<file path="src/rtl/cnn_layer_accel_octo_feeder.sv">
// rtl/cnn_layer_accel_octo_feeder.sv - input sequencer feeding seq then pixel words to the octo
module cnn_layer_accel_octo_feeder #(
  parameter int C_PIXEL_WIDTH    = 16,
  parameter int C_SEQ_DATA_WIDTH = 13,
  parameter int C_DATA_WIDTH     = 16,
  parameter int C_CNT_WIDTH      = 16
) (
  input  logic                    clk_500MHz,
  input  logic                    rst,
  input  logic                    start,
  input  logic [C_CNT_WIDTH-1:0]  num_seq_words_cfg,
  input  logic [C_CNT_WIDTH-1:0]  num_pixels_cfg,
  input  logic [C_DATA_WIDTH-1:0] src_data,
  input  logic                    src_valid,
  output logic                    src_rdy,
  output logic                    new_map,
  output logic                    seq_datain_tag,
  input  logic                    seq_datain_rdy,
  output logic                    pixel_datain_tag,
  input  logic                    pixel_datain_rdy,
  output logic [C_DATA_WIDTH-1:0] datain,
  output logic                    datain_valid,
  output logic                    busy,
  output logic                    done
);

  typedef enum logic [2:0] {
    S_IDLE, S_NEWMAP, S_SEQ_GAP, S_SEQ, S_PIX_GAP, S_PIX, S_DONE
  } state_t;

  localparam logic [C_CNT_WIDTH-1:0]  CNT_ONE  = 1;
  // Masks keep only the meaningful low bits of a src word for each phase.
  localparam logic [C_DATA_WIDTH-1:0] SEQ_MASK = {C_DATA_WIDTH{1'b1}} >> (C_DATA_WIDTH - C_SEQ_DATA_WIDTH);
  localparam logic [C_DATA_WIDTH-1:0] PIX_MASK = {C_DATA_WIDTH{1'b1}} >> (C_DATA_WIDTH - C_PIXEL_WIDTH);

  state_t                   state;
  logic [C_CNT_WIDTH-1:0]   seq_cnt_q;
  logic [C_CNT_WIDTH-1:0]   pix_cnt_q;
  logic [C_CNT_WIDTH-1:0]   fetched;
  logic [C_CNT_WIDTH-1:0]   sent;
  logic                     in_phase;
  logic [C_CNT_WIDTH-1:0]   cur_cnt;
  logic                     dst_rdy;
  logic                     xfer;
  logic                     last_xfer;
  logic                     src_take;
  logic [C_DATA_WIDTH-1:0]  src_masked;

  // Phase decode from the registered tags; the inactive phase's rdy never reaches dst_rdy.
  always_comb begin
    in_phase   = seq_datain_tag | pixel_datain_tag;
    cur_cnt    = seq_datain_tag ? seq_cnt_q : pix_cnt_q;
    dst_rdy    = (seq_datain_tag & seq_datain_rdy) | (pixel_datain_tag & pixel_datain_rdy);
    xfer       = datain_valid & dst_rdy;
    last_xfer  = xfer & ((sent + CNT_ONE) == cur_cnt);
    src_rdy    = in_phase & (fetched < cur_cnt) & (~datain_valid | dst_rdy);
    src_take   = src_valid & src_rdy;
    src_masked = src_data & (seq_datain_tag ? SEQ_MASK : PIX_MASK);
  end

  // Load sequencing FSM with registered phase outputs and per-phase word counters.
  always_ff @(posedge clk_500MHz or posedge rst) begin
    if (rst) begin
      state            <= S_IDLE;
      seq_cnt_q        <= '0;
      pix_cnt_q        <= '0;
      fetched          <= '0;
      sent             <= '0;
      new_map          <= 1'b0;
      seq_datain_tag   <= 1'b0;
      pixel_datain_tag <= 1'b0;
      busy             <= 1'b0;
      done             <= 1'b0;
    end else begin
      if (src_take) fetched <= fetched + CNT_ONE;
      if (xfer)     sent    <= sent + CNT_ONE;
      unique case (state)
        S_IDLE: begin
          if (start) begin
            seq_cnt_q <= num_seq_words_cfg;
            pix_cnt_q <= num_pixels_cfg;
            new_map   <= 1'b1;
            busy      <= 1'b1;
            state     <= S_NEWMAP;
          end
        end
        S_NEWMAP: begin
          new_map <= 1'b0;
          state   <= S_SEQ_GAP;
        end
        S_SEQ_GAP: begin
          fetched <= '0;
          sent    <= '0;
          if (seq_cnt_q != '0) begin
            seq_datain_tag <= 1'b1;
            state          <= S_SEQ;
          end else begin
            state <= S_PIX_GAP;
          end
        end
        S_SEQ: begin
          if (last_xfer) begin
            seq_datain_tag <= 1'b0;
            state          <= S_PIX_GAP;
          end
        end
        S_PIX_GAP: begin
          fetched <= '0;
          sent    <= '0;
          if (pix_cnt_q != '0) begin
            pixel_datain_tag <= 1'b1;
            state            <= S_PIX;
          end else begin
            done  <= 1'b1;
            state <= S_DONE;
          end
        end
        S_PIX: begin
          if (last_xfer) begin
            pixel_datain_tag <= 1'b0;
            done             <= 1'b1;
            state            <= S_DONE;
          end
        end
        S_DONE: begin
          done  <= 1'b0;
          busy  <= 1'b0;
          state <= S_IDLE;
        end
        default: state <= S_IDLE;
      endcase
    end
  end

  // One-entry output register: refills on a src take, empties on an octo transfer.
  always_ff @(posedge clk_500MHz or posedge rst) begin
    if (rst) begin
      datain       <= '0;
      datain_valid <= 1'b0;
    end else if (src_take) begin
      datain       <= src_masked;
      datain_valid <= 1'b1;
    end else if (xfer) begin
      datain_valid <= 1'b0;
    end
  end

endmodule

</file>
<file path="config.mk">
export PLATFORM = sky130hd
export DESIGN_NAME = cnn_layer_accel_octo_feeder
export DESIGN_NICKNAME = d
export VERILOG_FILES = /design/src/rtl/cnn_layer_accel_octo_feeder.sv
export SDC_FILE = /design/constraint.sdc
export NUM_CORES = 1
export LEC_CHECK = 0
export ABC_CLOCK_PERIOD_IN_PS = 9100
export CORE_MARGIN = 2
export CORE_UTILIZATION = 50
export CTS_CLUSTER_SIZE = 40
export DETAILED_ROUTE_END_ITERATION = 7
export DONT_BUFFER_PORTS = 1
export GPL_TIMING_DRIVEN = 0
export HOLD_SLACK_MARGIN = 0.1
export SETUP_SLACK_MARGIN = 0.4
export SLEW_MARGIN = 30
export SYNTH_ARGS = -nofsm -noshare
export SYNTH_HDL_FRONTEND = slang
export SYNTH_SLANG_ARGS = --single-unit
export TNS_END_PERCENT = 50
</file>
<file path="constraint.sdc">
create_clock -name clk_500MHz -period 9.1 [get_ports clk_500MHz]
set_input_delay 1.365 -clock clk_500MHz [delete_from_list [all_inputs] [get_ports clk_500MHz]]
set_output_delay 1.365 -clock clk_500MHz [all_outputs]
set_load 0.02 [all_outputs]
</file>
==> results of run 1 <==
## power breakdown
part | switching (uW) | leakage, uW | total, uW | internal [uW]
sequential | 85.8 | 0.00111 | 544 | 458
combinational | 184 | 0.00116 | 335 | 151
clock | 156 | 0.0000994 | 288 | 131
## worst reg2reg max path, cell delays in order, from the launching register on
cell	delay, ps
sky130_fd_sc_hd__dfrtp_1	500
sky130_fd_sc_hd__buf_4	220
sky130_fd_sc_hd__buf_8	170
sky130_fd_sc_hd__buf_6	190
sky130_fd_sc_hd__mux2i_2	480
sky130_fd_sc_hd__ha_1	350
sky130_fd_sc_hd__a21o_1	200
sky130_fd_sc_hd__a221oi_4	340
sky130_fd_sc_hd__nand2_2	100
sky130_fd_sc_hd__o31ai_4	330
sky130_fd_sc_hd__o2111ai_2	190
sky130_fd_sc_hd__buf_6	180
sky130_fd_sc_hd__or4_1	460
sky130_fd_sc_hd__nand2_1	80
## metrics by stage
stage	utilization, %	setup WS (ps)
after floorplan	-	5180
after global placement	53.5	4450
after detailed placement	53.8	4680
after CTS	55.8	4250
after global routing	55.8	3990
final	55.8	4240
## registers in the layout, indices dropped and copies added, names as in the netlist, 3 cells and up
signal     cells
state          3
fetched       16
seq_cnt_q     16
pix_cnt_q     16
datain        16
sent          16
## worst min path at each step
stage | slack (ps) | end
after CTS | 550 | seq_cnt_q[8]$_DFFE_PP0P_
after global placement | 520 | seq_cnt_q[8]$_DFFE_PP0P_
final | 550 | seq_cnt_q[8]$_DFFE_PP0P_
after floorplan | 500 | pix_cnt_q[0]$_DFFE_PP0P_
after global routing | 570 | seq_cnt_q[13]$_DFFE_PP0P_
after detailed placement | 530 | seq_cnt_q[8]$_DFFE_PP0P_
## logic make-up (layout without fill, tap and decap cells)
family / count (synthesis) / in the layout / share of synthesized area [%]
flops: 89 / 89 / 43.8
xor+xnor: 38 / 38 / 6.55
fa+ha+maj: 17 / 17 / 4.19
mux: 63 / 63 / 14.1
compound gates: 89 / 89 / 12.4
simple gates: 148 / 148 / 15.6
buf+inv: 33 / 50 / 3.25
## routing by layer
layer	GRT usage (%)	vias to the layer above
met4	6.76	0
met1	31.1	1812
li1	-	1785
met2	35.5	78
met3	7.11	14
met5	0	-
## cell usage in the layout (no fill, tap or decap), types with 15 or more instances in the layout
cell / count
sky130_fd_sc_hd__o21ai_0: 15
sky130_fd_sc_hd__nand4_1: 15
sky130_fd_sc_hd__nor2_1: 30
sky130_fd_sc_hd__nand3_1: 17
sky130_fd_sc_hd__nand2_1: 29
sky130_fd_sc_hd__xnor2_1: 23
sky130_fd_sc_hd__a21oi_1: 26
sky130_fd_sc_hd__dfrtp_1: 89
sky130_fd_sc_hd__ha_1: 17
sky130_fd_sc_hd__xor2_1: 15
sky130_fd_sc_hd__mux2_2: 45
## cell type report
class / count / area share (%)
Timing Repair Buffer: 1 / 0.502
Sequential cell: 89 / 40.6
Tap cell: 133 / 3.03
Buffer: 25 / 2.46
Clock buffer: 10 / 2.33
Clock inverter: 6 / 1.37
Inverter: 8 / 0.639
Multi-Input combinational cell: 355 / 49.1
==> reports/qor.txt, run 1 <==
Net count after synthesis - 548
Area taken by multi-input logic gates - 2690 um^2
Final estimated routing congestion in global placement - 0.884
Predominant post-synthesis flop cell - sky130_fd_sc_hd__dfrtp_1
Power density normalized to cell area - 213 nW/um^2
Non-Filler Cell Area, Final - 5480 um^2
Biggest area contributors in the synthesized netlist - sky130_fd_sc_hd__dfrtp_1, sky130_fd_sc_hd__mux2_2, sky130_fd_sc_hd__ha_1, sky130_fd_sc_hd__xnor2_1, sky130_fd_sc_hd__xor2_1
Post-synthesis cell type count - 61
Maximum ir drop on the vdd rail - 0.156 mV
Width of the die - 105 um
Initial DRT Pass Iterations - 4
List of cells traversed by the critical path - buf_4 > buf_8 > mux2i_1 > ha_1 > a21o_1 > a21o_1 > a221oi_1 > o21ai_0 > nand2_1 > a21oi_1 > nor2b_1
I/O pin cnt - 77
Average cell area after synthesis - 10.7 um^2
CP bufs+invs - 2
Largest net degree at the start of global routing - 49
Number of buffers created by CTS - 9
Number of buffers on the longest clock path - 2
Launching element of the worst setup path - seq_datain_tag$_DFFE_PP0P_
Overall via count from detail_route - 3,689
Max-slew violation count - 0
Final worst hold slack - 548 ps
Number of setup buffers added after CTS - 0
Startpoint of the lowest-slack register-to-register path - seq_datain_tag$_DFFE_PP0P_
Slack of the worst reg-to-reg path - 5240 ps
Yosys reg bits - 89
Total length of routed wires - 11,900 um
Depth of the critical timing path with buffers and inverters included - 11
Number of DRC violations after detailed routing - 0
Met2 WL - 5510 um
Setup clock skew after layout - 11.2 ps
Number of synthesized flops with an enable pin - 0
Worst r2r dst - fetched[14]$_DFFE_PP0P_
Root cell of the clock tree - sky130_fd_sc_hd__clkbuf_8
Hold violation count in the final report - 0
Vias per cell - 5.88
Initial Util - 51.8%
CP Capture Type - output port
Kind of launch point of the worst setup path - flip-flop
Final Cycle Share - 53.4%
Library cell with the largest summed area after synthesis - sky130_fd_sc_hd__dfrtp_1
Slew headroom - 57.0%
CTS resizes - 0
Total Neg Setup Slack - 0 ps
Number of DRC violations after detailed-routing iteration 0 - 188
Amount of wire on met3 after detailed routing - 703 um
Antenna viol nets, final - 0
Most used standard cells in the synthesized netlist - sky130_fd_sc_hd__dfrtp_1, sky130_fd_sc_hd__mux2_2, sky130_fd_sc_hd__nor2_1
RSZ-0062 raised after global routing - false
Row cnt - 36
Fraction of final layout cells with drive strength greater than 1 - 18.4%
Instance area at placement - 5280 um^2
Number of cells produced by synthesis - 477
Path type of the worst setup path - reg2out
Worst reg2reg path depth - 13
Status - complete, no violations
Average wire per cell in the routed design - 19.0 um
Top-count cell post-synth - sky130_fd_sc_hd__dfrtp_1
Combined flip-flop and latch cell area - 2230 um^2
Slew at the pin with the worst max-slew slack - 627 ps
Length of routed wiring on met1 - 5470 um
Final net count - 560
GR Overflow Total - 0
Period minus WS final - 4860 ps
Crit path max-delay family - compound AO/OA/AOI/OAI gates
Die outline area - 11,000 um^2
Die boundary height - 105 um
Instance count after placement with tap cells included - 611
Critical Path Most Common Cell - sky130_fd_sc_hd__a21o_1
Global-route wire length before repair - 19,900 um
Setup-violating endpoint count in the final report - 0
Post-route insts no fill - 627
FMAX - 0.206 GHz
Type of the worst min-delay path - reg2reg
Worst Path Arrival - 3490 ps
Yosys warnings - 0
Initial antenna violation count - 1
Capturing instance or port of the critical path - src_rdy
Deepest level of the CTS H-tree - 3
Vias in the first global route - 3,722
Reported leakage power - 0.00237 uW
Hold buffer count at cts - 0
Async SR Flop Fraction - 100%
Total routing usage reported by global routing - 23.0%
TritonCTS clock tree - done
Area growth from synthesis to layout - 7.90%
Total half-perimeter wirelength after legalization and detailed placement - 9050 um
Start point of the worst hold path - seq_cnt_q[8]$_DFFE_PP0P_
Top routing layer in use - met4
Number of cells on the worst hold path - 1
Maximum Capacitance Violations - 0
Slowest CP cell - sky130_fd_sc_hd__dfrtp_1
Placeable core region - 9820 um^2
Delay of the slowest cell on the worst path - 500 ps
Total design power - 1170 uW
Netlist area before placement - 5080 um^2
Diodes inserted - 0
Data required time at the worst endpoint - 7740 ps
Latest clock arrival within the worst-skew pair - 380 ps
Number of I/O port buffers - 0
Post-synth top area share - 43.8%
Register area share after synthesis - 43.8%
Worst-path maximum fanout - 10
# clock sinks - 89
Clock-pin slew on the worst setup and hold paths - 100 ps
Fillers - 914
(Power assumes the default switching activity.)
==> run 2: changes to the inputs <==
--- a/config.mk
+++ b/config.mk
@@ -5,7 +5,7 @@
 export SDC_FILE = /design/constraint.sdc
 export NUM_CORES = 1
 export LEC_CHECK = 0
-export ABC_CLOCK_PERIOD_IN_PS = 9100
+export ABC_CLOCK_PERIOD_IN_PS = 4500
 export CORE_MARGIN = 2
 export CORE_UTILIZATION = 50
 export CTS_CLUSTER_SIZE = 40
==> constraint.sdc (replaced) <==
create_clock -name clk_500MHz -period 4.5 [get_ports clk_500MHz]
set_input_delay 0.675 -clock clk_500MHz [delete_from_list [all_inputs] [get_ports clk_500MHz]]
set_output_delay 0.675 -clock clk_500MHz [all_outputs]
set_load 0.02 [all_outputs]
==> run 2 against run 1 <==
Against the previous run: first-iteration DRC count is 1.6% lower; combinational power is 100% higher; final cell count stayed put; sequential share of layout area is 0.092 points lower; worst hold slack worse by 390 ps; die area stayed put; sequential power is 100% higher; non-clock buffer count stayed put; critical path depth stayed put; core utilization is 0.13 points higher.
==> reports/qor.txt, run 2 (synthesis gave the netlist of run 1 again) <==
CP bufs+invs - 3 (+1)
Latest clock arrival within the worst-skew pair - 370 ps (about the same)
Clock-pin slew on the worst setup and hold paths - 100 ps (about the same)
Delay of the slowest cell on the worst path - 500 ps (about the same)
Number of setup buffers added after CTS - 0 (unchanged)
FMAX - 0.257 GHz
Initial DRT Pass Iterations - 4 (unchanged)
Slew at the pin with the worst max-slew slack - 572 ps (-55.0 ps)
Status - complete, no violations
Slew headroom - 60.8% (+3.8 points)
Fraction of final layout cells with drive strength greater than 1 - 19.0% (+0.61 points)
Root cell of the clock tree - sky130_fd_sc_hd__clkbuf_8
Setup-violating endpoint count in the final report - 0 (unchanged)
Max-slew violation count - 0 (unchanged)
Number of DRC violations after detailed routing - 0 (unchanged)
Total Neg Setup Slack - 0 ps (unchanged)
Worst Path Arrival - 3220 ps (-270 ps)
Global-route wire length before repair - 19,900 um (unchanged)
Most common library cell in the layout ignoring fill and taps - sky130_fd_sc_hd__dfrtp_1
Vias in the first global route - 3,723 (+0.027%)
# clock sinks - 89 (unchanged)
Initial Util - 51.8% (unchanged)
Area growth from synthesis to layout - 8.15%
CP Capture Type - output port
Instance count after placement with tap cells included - 611 (unchanged)
Met2 WL - 5500 um (-0.31%)
Total routing usage reported by global routing - 23.0% (unchanged)
Hold buffer count at cts - 0 (unchanged)
Width of the die - 105 um (unchanged)
Clock network fraction of total power - 24.5% (-0.2 points)
Final worst-path setup slack - 602 ps (-3640 ps)
Type of the worst min-delay path - in2async
Number of DRC violations after detailed-routing iteration 0 - 185 (-1.6%)
Total length of routed wires - 11,900 um (+0.30%)
Number of buffers on the longest clock path - 2 (unchanged)
Die boundary height - 105 um (unchanged)
Reported leakage power - 0.00237 uW (about the same)
Maximum ir drop on the vdd rail - 0.316 mV (+100%)
Post-route insts no fill - 627 (unchanged)
Total half-perimeter wirelength after legalization and detailed placement - 9050 um (unchanged)
Die outline area - 11,000 um^2 (unchanged)
TritonCTS clock tree - done
Number of buffers created by CTS - 9 (unchanged)
Worst-path maximum fanout - 10 (unchanged)
I/O pin cnt - 77 (unchanged)
Commonest non-fill, non-tap cells in the layout - sky130_fd_sc_hd__dfrtp_1, sky130_fd_sc_hd__mux2_2, sky130_fd_sc_hd__nor2_1, sky130_fd_sc_hd__nand2_1, sky130_fd_sc_hd__a21oi_1
Row cnt - 36 (unchanged)
Maximum Capacitance Violations - 0 (unchanged)
Length of routed wiring on met1 - 5550 um (+1.4%)
Fraction of power consumed by sequential logic - 46.5% (about the same)
Amount of wire on met3 after detailed routing - 671 um (-4.6%)
Internal power - 1500 uW (+100%)
Portion of total power attributed to combinational logic - 29.0% (+0.3 points)
Final Cycle Share - 86.6%
Period minus WS final - 3900 ps
Vias per cell - 5.91 (+0.52%)
Utilization after layout - 56.0% (+0.13 points)
List of cells traversed by the critical path - buf_4 > buf_8 > buf_6 > mux2i_2 > ha_1 > and4_1 > a221oi_2 > o21ai_0 > nand2_1 > a21oi_1 > nor2b_2
Startpoint of the lowest-slack register-to-register path - seq_datain_tag$_DFFE_PP0P_
Slowest CP cell - sky130_fd_sc_hd__dfrtp_1
Overall via count from detail_route - 3,708 (+0.52%)
Diodes inserted - 0 (unchanged)
Crit path max-delay family - buffers and inverters
Hold violation count in the final report - 0 (unchanged)
Deepest level of the CTS H-tree - 3 (unchanged)
Placeable core region - 9820 um^2 (unchanged)
Fraction of power spent switching nets - 36.5% (about the same)
Final estimated routing congestion in global placement - 0.884 (unchanged)
Total design power - 2370 uW (+100%)
Number of I/O port buffers - 0 (unchanged)
GR Overflow Total - 0 (unchanged)
Data required time at the worst endpoint - 3830 ps (-3910 ps)
Power density normalized to cell area - 430 nW/um^2 (+100%)
Path type of the worst setup path - reg2out
CTS resizes - 1 (+1)
Initial antenna violation count - 1 (unchanged)
Antenna viol nets, final - 0 (unchanged)
Largest net degree at the start of global routing - 49 (unchanged)
Average wire per cell in the routed design - 19.0 um (+0.30%)
Launching element of the worst setup path - seq_datain_tag$_DFFE_PP0P_
Net switching component of the power - 864 uW (+100%)
Kind of launch point of the worst setup path - flip-flop
Top routing layer in use - met4
Setup clock skew after layout - 11.5 ps (+0.376 ps)
RSZ-0062 raised after global routing - false
Final net count - 560 (unchanged)
Post-placement setup slack - 689 ps (-3990 ps)
run 2: cell types whose count changed in the layout (fill, tap and decap cells not counted):
cell                       previous run  this run
sky130_fd_sc_hd__nor2b_2              0         1
sky130_fd_sc_hd__mux2i_2              5         6
sky130_fd_sc_hd__mux2i_1             12        11
sky130_fd_sc_hd__a221oi_2             0         1
sky130_fd_sc_hd__a221oi_1             1         0
sky130_fd_sc_hd__nor2b_1              4         3
run 2: path summary, 6_finish.rpt:
check,slack (ps),cells after the start,end
max,600,11,src_rdy
min,150,1,fetched[4]$_DFFE_PP0P_
max reg2reg,620,13,fetched[14]$_DFFE_PP0P_
min reg2reg,550,1,seq_cnt_q[8]$_DFFE_PP0P_
max in group asynchronous,3780,2,sent[6]$_DFFE_PP0P_
min in group clk_500MHz,440,2,datain[14]$_DFFE_PP0P_
run 2: area by class of cell:
| class | count | area (um^2) |
|---|---|---|
| plain buffers | 25 | 135 |
| clock buffers | 10 | 128 |
| repair buffers | 1 | 27.5 |
| clock inverters | 6 | 75.1 |
| flip-flops and latches | 89 | 2230 |
| fillers | 911 | 4320 |
| multi-input cells | 355 | 2700 |
| well taps | 133 | 166 |
| inverters | 8 | 35.0 |
run 2: per-layer routing:
layer | vias to the layer above | track usage [%]
li1 | 1784 | -
met1 | 1823 | 31.1
met2 | 83 | 35.5
met3 | 18 | 7.11
met4 | 0 | 6.76
met5 | - | 0
run 2: power groups by stage:
stage / Sequential, uW / Clock (uW) / Combinational, uW
2_1_floorplan: 1070 / 0 / 556
5_1_grt: 1120 / 629 / 774
3_3_place_gp: 1110 / 0 / 656
3_5_place_dp: 1120 / 0 / 681
6_report: 1100 / 580 / 685
4_1_cts: 1100 / 596 / 685
run 2: through the flow:
step	instance area (um^2)	hold slack [ps]
2_1_floorplan	5080	503
3_3_place_gp	5250	517
3_5_place_dp	5280	526
4_1_cts	5490	160
5_1_grt	5500	173
6_report	5500	153
==> run 3: changes to the inputs <==
--- a/config.mk
+++ b/config.mk
@@ -13,6 +13,7 @@
 export DONT_BUFFER_PORTS = 1
 export GPL_TIMING_DRIVEN = 0
 export HOLD_SLACK_MARGIN = 0.1
+export MAX_ROUTING_LAYER = met4
 export SETUP_SLACK_MARGIN = 0.4
 export SLEW_MARGIN = 30
 export SYNTH_ARGS = -nofsm -noshare
==> run 3 against run 2 <==
Against the previous run: total power about the same; largest power group unchanged; clock power barely moved; cell area hardly changed; critical path depth unchanged; final cell count grew 0.16%; non-clock buffer count is the same; setup slack lost 15 ps.
==> reports/qor.txt, run 3 (synthesis gave the netlist of run 1 again) <==
Status - complete, no violations
Latest clock arrival within the worst-skew pair - 380 ps (about the same)
I/O pin cnt - 77 (unchanged)
FMAX - 0.256 GHz (-0.38%)
Die boundary height - 105 um (unchanged)
Maximum Capacitance Violations - 0 (unchanged)
Placeable core region - 9820 um^2 (unchanged)
Global-route wire length before repair - 19,900 um (-0.25%)
Average wire per cell in the routed design - 19.0 um (-0.18%)
Total half-perimeter wirelength after legalization and detailed placement - 9050 um (unchanged)
Total routing usage reported by global routing - 23.6% (+0.62 points)
Number of buffers on the longest clock path - 2 (unchanged)
Max-slew violation count - 0 (unchanged)
Final Cycle Share - 87.0% (+0.33 points)
Overall via count from detail_route - 3,711 (+0.081%)
Setup clock skew after layout - 10.7 ps (-0.822 ps)
Final net count - 560 (unchanged)
Antenna viol nets, final - 0 (unchanged)
Period minus WS final - 3910 ps (+14.8 ps)
Setup-violating endpoint count in the final report - 0 (unchanged)
Deepest level of the CTS H-tree - 3 (unchanged)
Root cell of the clock tree - sky130_fd_sc_hd__clkbuf_8
Reported leakage power - 0.00237 uW (about the same)
Hold buffer count at cts - 0 (unchanged)
Clock-pin slew on the worst setup and hold paths - 100 ps (about the same)
Die outline area - 11,000 um^2 (unchanged)
Number of I/O port buffers - 0 (unchanged)
Initial DRT Pass Iterations - 5 (+1)
Worst Path Arrival - 3240 ps (+20 ps)
Kind of launch point of the worst setup path - flip-flop
Initial antenna violation count - 1 (unchanged)
Hold violation count in the final report - 0 (unchanged)
Maximum ir drop on the vdd rail - 0.317 mV (+0.26%)
Number of buffers created by CTS - 9 (unchanged)
Launching element of the worst setup path - seq_datain_tag$_DFFE_PP0P_
# clock sinks - 89 (unchanged)
Type of the worst min-delay path - in2async
GR Overflow Total - 0 (unchanged)
Most common library cell in the layout ignoring fill and taps - sky130_fd_sc_hd__dfrtp_1
Slew headroom - 60.8% (about the same)
Row cnt - 36 (unchanged)
Final estimated routing congestion in global placement - 0.899 (+1.7%)
Number of DRC violations after detailed-routing iteration 0 - 244 (+32%)
Commonest non-fill, non-tap cells in the layout - sky130_fd_sc_hd__dfrtp_1, sky130_fd_sc_hd__mux2_2, sky130_fd_sc_hd__nor2_1, sky130_fd_sc_hd__nand2_1, sky130_fd_sc_hd__a21oi_1
Data required time at the worst endpoint - 3830 ps (about the same)
CP Capture Type - output port
Initial Util - 51.8% (unchanged)
Vias in the first global route - 3,736 (+0.35%)
Fraction of final layout cells with drive strength greater than 1 - 19.0% (unchanged)
Number of setup buffers added after CTS - 0 (unchanged)
Path type of the worst setup path - reg2out
Width of the die - 105 um (unchanged)
RSZ-0062 raised after global routing - false
Slew at the pin with the worst max-slew slack - 571 ps (-0.877 ps)
Worst-path maximum fanout - 10 (unchanged)
Area growth from synthesis to layout - 8.20% (about the same)
Power density normalized to cell area - 430 nW/um^2 (about the same)
Utilization after layout - 56.0% (about the same)
Startpoint of the lowest-slack register-to-register path - seq_datain_tag$_DFFE_PP0P_
Vias per cell - 5.91 (about the same)
Total Neg Setup Slack - 0 ps (unchanged)
Total length of routed wires - 11,900 um (about the same)
Number of DRC violations after detailed routing - 0 (unchanged)
Largest net degree at the start of global routing - 49 (unchanged)
TritonCTS clock tree - done
-- run 3: changes by cell type in the layout (fill, tap and decap cells not counted) --
cell / previous run / this run
sky130_fd_sc_hd__diode_2: 0 / 1
-- run 3: final cells by class --
cell class | instances | area [um^2]
Fill cell | 911 | 4320
Multi-Input combinational cell | 355 | 2700
Sequential cell | 89 | 2230
Tap cell | 133 | 166
Buffer | 25 | 135
Clock buffer | 10 | 128
Clock inverter | 6 | 75.1
Inverter | 8 | 35.0
Timing Repair Buffer | 1 | 27.5
Antenna cell | 1 | 2.50
-- run 3: stage by stage --
step | worst slack, ps | total power [uW] | instances | instance area, um^2 | hold slack (ps)
after floorplan | 1180 | 1630 | 477 | 5080 | 503
after global placement | 545 | 1770 | 610 | 5250 | 517
after detailed placement | 689 | 1800 | 611 | 5280 | 526
after CTS | 456 | 2380 | 627 | 5490 | 160
after global routing | 435 | 2520 | 628 | 5500 | 176
final | 587 | 2370 | 628 | 5500 | 151
-- run 3: worst max-delay path: stages (launching register included) --
cell and delay (ps):
sky130_fd_sc_hd__dfrtp_1 500, sky130_fd_sc_hd__buf_4 220, sky130_fd_sc_hd__buf_8 180, sky130_fd_sc_hd__buf_6 190, sky130_fd_sc_hd__mux2i_2 330, sky130_fd_sc_hd__ha_1 320, sky130_fd_sc_hd__and4_1 240, sky130_fd_sc_hd__a221oi_2 290
sky130_fd_sc_hd__o21ai_0 160, sky130_fd_sc_hd__nand2_1 80, sky130_fd_sc_hd__a21oi_1 70, sky130_fd_sc_hd__nor2b_2 280
-- run 3: worst paths after layout --
| kind | endpoint | slack, ps | cells past startpoint |
|---|---|---|---|
| max | src_rdy | 590 | 11 |
| max reg2reg | fetched[14]$_DFFE_PP0P_ | 610 | 13 |
| min in group clk_500MHz | datain[14]$_DFFE_PP0P_ | 440 | 2 |
| max in group asynchronous | sent[6]$_DFFE_PP0P_ | 3790 | 2 |
| min reg2reg | seq_cnt_q[8]$_DFFE_PP0P_ | 550 | 1 |
| min | fetched[4]$_DFFE_PP0P_ | 150 | 1 |
-- run 3: metal layers --
layer  up-vias  part of all wire, %  GRT usage (%)
met5         -                    0              -
met1      1832                   48           31.6
met4         0                  1.5           6.76
met3        15                  4.6           6.18
met2        85                   46           35.6
li1       1779                    -              -
-- run 3: where the power goes --
group | internal, uW | switching [uW]
Clock | 266 | 313
Combinational | 310 | 376
Sequential | 927 | 174
-- run 3: repair_timing --
item	in CTS	in global routing
resized for setup	1	2
pin swaps	0	0
setup endpoints to repair	1	1
